$ cat config.mk
export PLATFORM = sky130hd
export DESIGN_NAME = memory_refresh_scheduler
export DESIGN_NICKNAME = d
export VERILOG_FILES = /design/src/rtl/mem_ctrl_pkg.sv /design/src/rtl/memory_refresh_scheduler_backlog.sv /design/src/rtl/memory_refresh_scheduler.sv
export SDC_FILE = /design/constraint.sdc
export NUM_CORES = 1
export LEC_CHECK = 0
export CAP_MARGIN = 30
export CORE_MARGIN = 10
export CORE_UTILIZATION = 52
export CTS_CLUSTER_DIAMETER = 100
export DETAILED_ROUTE_END_ITERATION = 10
export PLACE_DENSITY = 0.83
export SLEW_MARGIN = 0
export SYNTH_ARGS = -nofsm -noshare
export SYNTH_HDL_FRONTEND = slang
export SYNTH_SLANG_ARGS = --single-unit
export TNS_END_PERCENT = 30
$ cat constraint.sdc
create_clock -name i_clk -period 6.39 [get_ports i_clk]
set_clock_uncertainty 0.2 [all_clocks]
set_input_delay 1.278 -clock i_clk [delete_from_list [all_inputs] [get_ports i_clk]]
set_output_delay 1.278 -clock i_clk [all_outputs]
set_load 0.05 [all_outputs]
$ cat src/rtl/mem_ctrl_pkg.sv
// Shared types and defaults for the memory refresh scheduler.
// Holds the FSM state encoding and counter-width helpers.
package mem_ctrl_pkg;

   typedef enum logic [1:0] {
      IDLE = 2'd0,
      ACC  = 2'd1,
      REF  = 2'd2
   } state_t;

   localparam int DEF_AW       = 9;
   localparam int DEF_ROWS     = 64;
   localparam int DEF_ACC_CYC  = 2;
   localparam int DEF_REF_CYC  = 3;
   localparam int DEF_MAX_PEND = 4;

   function automatic int cnt_width(input int a, input int b);
      return $clog2(((a > b) ? a : b) + 1);
   endfunction

   function automatic int row_width(input int rows);
      return (rows > 1) ? $clog2(rows) : 1;
   endfunction

endpackage

$ cat src/rtl/memory_refresh_scheduler_backlog.sv
// Owed-refresh counter: saturating at MAX_PEND, with a sticky
// overrun flag for ticks that arrive while the backlog is full.
module refresh_backlog_counter
   import mem_ctrl_pkg::*;
#(
   parameter int MAX_PEND = DEF_MAX_PEND,
   parameter int PW       = $clog2(MAX_PEND + 1)
) (
   input  logic          i_clk,
   input  logic          i_reset,
   input  logic          i_tick,
   input  logic          i_done,
   output logic [PW-1:0] o_pend_cnt,
   output logic          o_overrun
);

   logic [PW-1:0] r_pend;
   logic          r_overrun;
   logic          w_full;

   assign w_full = (r_pend == PW'(MAX_PEND));

   always_ff @(posedge i_clk or posedge i_reset) begin
      if (i_reset) begin
         r_pend    <= '0;
         r_overrun <= 1'b0;
      end else begin
         // tick and completion together cancel out
         unique case ({i_tick, i_done})
            2'b10: begin
               if (w_full) r_overrun <= 1'b1;
               else        r_pend    <= r_pend + PW'(1);
            end
            2'b01: begin
               if (r_pend != '0) r_pend <= r_pend - PW'(1);
            end
            default: ;
         endcase
      end
   end

   assign o_pend_cnt = r_pend;
   assign o_overrun  = r_overrun;

endmodule

$ cat src/rtl/memory_refresh_scheduler.sv
// Arbitrates the memory macro between system accesses and row refresh.
// One operation at a time; urgent refresh backlog beats system requests.
module memory_refresh_scheduler
   import mem_ctrl_pkg::*;
#(
   parameter int AW       = DEF_AW,
   parameter int ROWS     = DEF_ROWS,
   parameter int ACC_CYC  = DEF_ACC_CYC,
   parameter int REF_CYC  = DEF_REF_CYC,
   parameter int MAX_PEND = DEF_MAX_PEND,
   parameter int PW       = $clog2(MAX_PEND + 1)
) (
   input  logic          i_clk,
   input  logic          i_reset,
   input  logic          i_enabled,
   input  logic          i_refresh_tick,
   input  logic          i_req_valid,
   input  logic          i_req_we,
   input  logic [AW-1:0] i_req_addr,
   output logic          o_req_ready,
   output logic          o_req_done,
   output logic          o_mem_cs,
   output logic          o_mem_we,
   output logic          o_mem_ref,
   output logic [AW-1:0] o_mem_addr,
   output logic [PW-1:0] o_pend_cnt,
   output logic          o_ref_overrun
);

   localparam int CW = cnt_width(ACC_CYC, REF_CYC);
   localparam int RW = row_width(ROWS);

   state_t        r_state;
   state_t        w_next;
   logic [CW-1:0] r_cnt;
   logic [RW-1:0] r_row;
   logic [AW-1:0] r_addr;
   logic          r_we;
   logic [PW-1:0] w_pend;
   logic          w_urgent;
   logic          w_acc_last;
   logic          w_ref_last;
   logic          w_grant;
   logic          w_start_ref;

   refresh_backlog_counter #(
      .MAX_PEND (MAX_PEND),
      .PW       (PW)
   ) u_backlog (
      .i_clk      (i_clk),
      .i_reset    (i_reset),
      .i_tick     (i_refresh_tick),
      .i_done     (w_ref_last),
      .o_pend_cnt (w_pend),
      .o_overrun  (o_ref_overrun)
   );

   assign w_urgent   = (w_pend == PW'(MAX_PEND));
   assign w_acc_last = (r_state == ACC) && (r_cnt == CW'(ACC_CYC - 1));
   assign w_ref_last = (r_state == REF) && (r_cnt == CW'(REF_CYC - 1));

   always_ff @(posedge i_clk or posedge i_reset) begin
      if (i_reset) r_state <= IDLE;
      else         r_state <= w_next;
   end

   always_comb begin
      w_next      = r_state;
      w_grant     = 1'b0;
      w_start_ref = 1'b0;
      unique case (r_state)
         IDLE: begin
            if (i_enabled) begin
               if (w_urgent) begin
                  w_start_ref = 1'b1;
                  w_next      = REF;
               end else if (i_req_valid) begin
                  w_grant = 1'b1;
                  w_next  = ACC;
               end else if (w_pend != '0) begin
                  w_start_ref = 1'b1;
                  w_next      = REF;
               end
            end
         end
         ACC: begin
            if (w_acc_last) w_next = IDLE;
         end
         REF: begin
            if (w_ref_last) w_next = IDLE;
         end
         default: w_next = IDLE;
      endcase
   end

   // Address register doubles as the idle hold value of mem_addr
   always_ff @(posedge i_clk or posedge i_reset) begin
      if (i_reset) begin
         r_cnt  <= '0;
         r_row  <= '0;
         r_addr <= '0;
         r_we   <= 1'b0;
      end else begin
         if (w_grant) begin
            r_addr <= i_req_addr;
            r_we   <= i_req_we;
            r_cnt  <= '0;
         end else if (w_start_ref) begin
            r_addr <= AW'(r_row);
            r_cnt  <= '0;
         end else if (w_acc_last || w_ref_last) begin
            r_cnt <= '0;
         end else if (r_state != IDLE) begin
            r_cnt <= r_cnt + CW'(1);
         end
         if (w_ref_last) begin
            if (r_row == RW'(ROWS - 1)) r_row <= '0;
            else                        r_row <= r_row + RW'(1);
         end
      end
   end

   assign o_req_ready = w_grant;
   assign o_req_done  = w_acc_last;
   assign o_mem_cs    = (r_state == ACC);
   assign o_mem_we    = (r_state == ACC) && r_we;
   assign o_mem_ref   = (r_state == REF);
   assign o_mem_addr  = r_addr;
   assign o_pend_cnt  = w_pend;

endmodule

======== Yosys cells after proc, flatten, opt, wreduce, memory -nomap -nowiden ========
Index checks and enable logic that the tools add are counted.
W data, S select, Z words.
storage, ports and cells
  bits in registers ....................... 24
  input bits .............................. 15
  output and inout port bits .............. 18
  word-level logic and storage cells ...... 64
operators by class
  add/subtract/negate cells ............... 4
  equality and inequality tests ........... 14
  multiplexer cells ....................... 26
  reduce and logical (&&, ||, !) cells .... 13
operator list
  operator               count
  $mux W2                10
  $mux W9                2
  $mux W1                9
  $add A6 B1 Y6 const B  1
  $eq A2 B1 Y1 const B   3
  $eq A2 B2 Y1 const B   3
  $eq A6 B6 Y1 const B   1
  $mux W3                2
  $mux W6                1
  $ne A2 B2 Y1 const B   3
  $pmux W2 S3            1
  $pmux W3 S2            1
  $reduce_bool A2 Y1     3
  $ne A2 B1 Y1 const B   2
  $ne A4 B3 Y1 const B   1
  $reduce_and A4 Y1      1
  $reduce_bool A4 Y1     1
  $add A3 B1 Y3 const B  1
  $eq A3 B3 Y1 const B   1
  $logic_and A1 B1 Y1    3
  $reduce_and A3 Y1      1
  $reduce_bool A3 Y1     1
  $sub A3 B1 Y3 const B  1
  $add A2 B1 Y2 const B  1
  3 further kinds        3

======== Depth between registers and ports, before layout ========
  word-level depth ........................ 8
  gate-level depth with buffers ........... 8
  gate-level depth less buffers ........... 8

======== By module ========
Synthesis repeated with hierarchy kept, for this count alone.
second synthesis, totals
  cells, all modules ...................... 138
  area, all modules ....................... 1342.5 sq um
by module, submodules not included
  module                    instances  cells an instance  area an instance (sq um)
  memory_refresh_scheduler  1          109                1064.8
  refresh_backlog_counter   1          29                 277.8

======== Worst setup path after synthesis ========
Ideal clock, no wire load.
  kind .................................... input -> output
  from .................................... input i_enabled
  to ...................................... output o_req_ready
  data arrival time ....................... 2.031 ns
  path slack .............................. 2.881 ns
  stages on the path ...................... 3
  cells stage by stage .................... nor3b_2 > and3_1 > buf_6
on the way
  longest elaborated chain between the ends .. 2
ends and longest elaborated chain
  item                RTL line                        text
  start: declaration  memory_refresh_scheduler.sv:15  input logic i_enabled,
  $mux W1             memory_refresh_scheduler.sv:73  if (i_enabled) begin
  $mux W1             memory_refresh_scheduler.sv:71  unique case (r_state)
  end: declaration    memory_refresh_scheduler.sv:20  output logic o_req_ready,
Every way passes these cells.

======== Worst setup path after layout ========
Same ends and word-level chain as after synthesis.

==> qor.txt <==
Seq/Total Area, Yosys -> 0.446
Top Family by Delay on Critical Path -> buffers and inverters
dominant cells by area after synthesis -> dfrtp_1 (45%), o21ai_0 (4.8%), a31oi_1 (3.7%)
Yosys warning total -> 0
Initial DRC Count -> 85
ANT cells -> 0
Compound-Gate Fraction of Synth Area -> 0.201
Synth Instances -> 137
Buf/Inv on CP -> 2
mux cell area share after synthesis -> 0.0344
Pre-antenna DRT Iters -> 4
Worst slew margin -> 0.412
CP required -> 4910 ps
slowest stage delay, CP -> 860 ps
largest net degree at the start of global routing -> 25
Final Max Slew Viols -> 0
Tcrit/Tclk final -> 0.777
vias per cell -> 5.99
CTS max path bufs -> 2
Worst setup SP type -> input pin
maximum vdd drop -> 0.280 mV
syn_nets -> 156
Detail Route Antenna Nets -> 0
largest family of logic cells by synthesized area -> compound AO/OA/AOI/OAI gates
achievable frequency -> 201 MHz
Max H-tree Level -> 1
Crit. End Element -> output port
Yosys reg bits -> 24
Final WS setup -> 1420 ps
grt total ovfl -> 0
max-cap viol count -> 0
crit path time final -> 4970 ps
detailed-route DRC error count -> 0
synth-to-layout area growth -> 23.0%
TritonCTS Sinks -> 24
Final Util -> 0.669
post-synth top area share -> 0.446
Resized cells post-CTS -> 0
initial antenna violation count -> 0
Final setup viols -> 0
cts bufs inserted -> 3
Min-Delay Path Class -> reg2reg
post-DP HPWL -> 2.48 mm
count leader, synth -> dfrtp_1
effective utilization at floorplan -> 0.544
slowest CP cell -> clkdlybuf4s50_1
Final nets -> 183
Yosys top cell by area -> dfrtp_1
Chip Width -> 70.9 µm
most frequent cell on the critical path -> clkdlybuf4s50_1
CTS tree -> yes
Worst-path clk slew -> 130 ps
crit path cell chain -> clkdlybuf4s50_1 > nor3b_2 > and3_1 > clkdlybuf4s50_1
Final Hold Fails -> 0
drt total wl -> 3.24 mm
post-synthesis cell type count -> 40
Worst-Margin Slew -> 881 ps
PD cells -> 479 nW/µm²
critical path fanouts, max -> 10
Die Span Y -> 70.9 µm
WS Path Type -> in2out
IO Pins -> 33
core area -> 2480 µm²
status -> finished clean
FP Rows -> 18
main flop type after synthesis -> dfrtp_1
share of post-route cells with drive strength above 1 -> 0.0494
clock root buffer -> clkbuf_4
Leakage -> 0.690 nW
via count -> 1150
postcts setup bufs -> 0
Tot GR Track Use -> 0.128
CP arrival -> 3490 ps
Setup Slack @ Placement -> 1400 ps
wire length per cell -> 16.9 µm
RSZ-0062 raised after global routing -> no
vias in the first global route -> 1139
most frequent cells after synthesis -> dfrtp_1 (24), o21ai_0 (13), nand2_1 (9), nand3_1 (9)
post-synthesis xor/xnor area fraction -> 0.0325
die area -> 5030 µm²
post-synthesis average cell area -> 9.84 µm²
number of synthesized flops with an enable pin -> 0
global placer's final weighted congestion -> 0.787
wire length of the first global-routing pass -> 5.53 mm
worst hold slack -> 292 ps
Syn Std Cell Area -> 1350 µm²
Clock Latency Late Sink -> 300 ps
port buffer count -> 32
CTS Hold Buffers Added -> 0
Post-synth ARST share -> 1.00
Sum Neg Setup Slack -> 0 ps
Simple-Gate Fraction of Synth Area -> 0.175
Synth Area in Adders -> 0.0371
==> cell usage in the layout (no fill, tap or decap), drive strengths merged <==
master and instances:
nor4bb 2, and3 1, nor2b 2, or3b 1, o22ai 1, or3 1, a31oi 8, clkdlybuf4s50 32
a21o 1, nand2 9, nand3b 1, ha 4, or4 1, o21ai 13, a41o 1, nand4 1
nor2 4, clkbuf 3, dfrtp 24, o41ai 1, a21oi 8, and3b 2, a2111o 2, nor3b 2
a222oi 1, a22o 4, nand2b 1, and2 3, mux2 2, o31ai 1, xnor2 5, nand3 9
a22oi 1, mux2i 2, inv 8
==> path summary, 6_finish.rpt <==
check                      slack, ps                 from  depth (start not counted)                 endpoint
hold reg to reg                  290  u_backlog.o_overrun                          1      u_backlog.o_overrun
setup / recovery                1420            i_enabled                          4              o_req_ready
max in group asynchronous       4200              i_reset                          2               r_state[0]
hold / removal                   290  u_backlog.o_overrun                          1      u_backlog.o_overrun
min in group asynchronous       1250              i_reset                          2            o_mem_addr[0]
setup reg to reg                3790             r_cnt[0]                          8  u_backlog.o_pend_cnt[2]
==> metrics by stage <==
step	area, µm²	power [mW]	std cells
floorplan	1350	0.604	137
global placement	1640	0.715	189
detailed placement	1640	0.733	189
CTS	1660	0.796	192
global route	1660	0.847	192
finish	1660	0.795	192
==> cells by family after synthesis <==
| logic type | after synthesis |
|---|---|
| AOI/OAI and AO/OA | 42 |
| adders and majority gates | 4 |
| DFF | 24 |
| muxes | 4 |
| buffers and inverters | 18 |
| xor gates and xnor gates | 5 |
| and+or+nand+nor | 40 |
==> report_power, final <==
part           total [mW]  switching, mW  leakage (nW)  internal [mW]
clock network      0.0635         0.0416        0.0138         0.0219
logic               0.455          0.283         0.386          0.172
registers           0.276         0.0689         0.290          0.207
==> registers in the layout (all words and copies together), names as in the netlist <==
register / count
o_mem_addr: 9
r_row: 6
u_backlog.o_pend_cnt: 3
r_cnt: 2
r_state: 2
r_we: 1
u_backlog.o_overrun: 1
==> area by class of cell <==
cell class,count,area [µm²]
fill,225,820
multi-input combinational,95,647
sequential,24,601
timing repair buffer,32,320
tap,30,37.5
inverter,8,30.0
clock buffer,3,22.5
==> worst reg2reg max path, stage by stage, from the launching register on <==
cell      delay [ps]
dfrtp_1          420
inv_1             80
ha_1             230
nor4bb_1         620
xnor2_1          140
ha_1             240
or3_1            310
mux2i_1          140
o22ai_1          110
==> metal layers <==
metal  share of wire  GRT usage  wire, µm
met1            0.46      0.170      1510
met4          0.0056     0.0258        18
met2            0.46      0.204      1500
met5               0          0         0
met3           0.067     0.0335       217
Note: power is estimated with default switching activity, not from simulation.
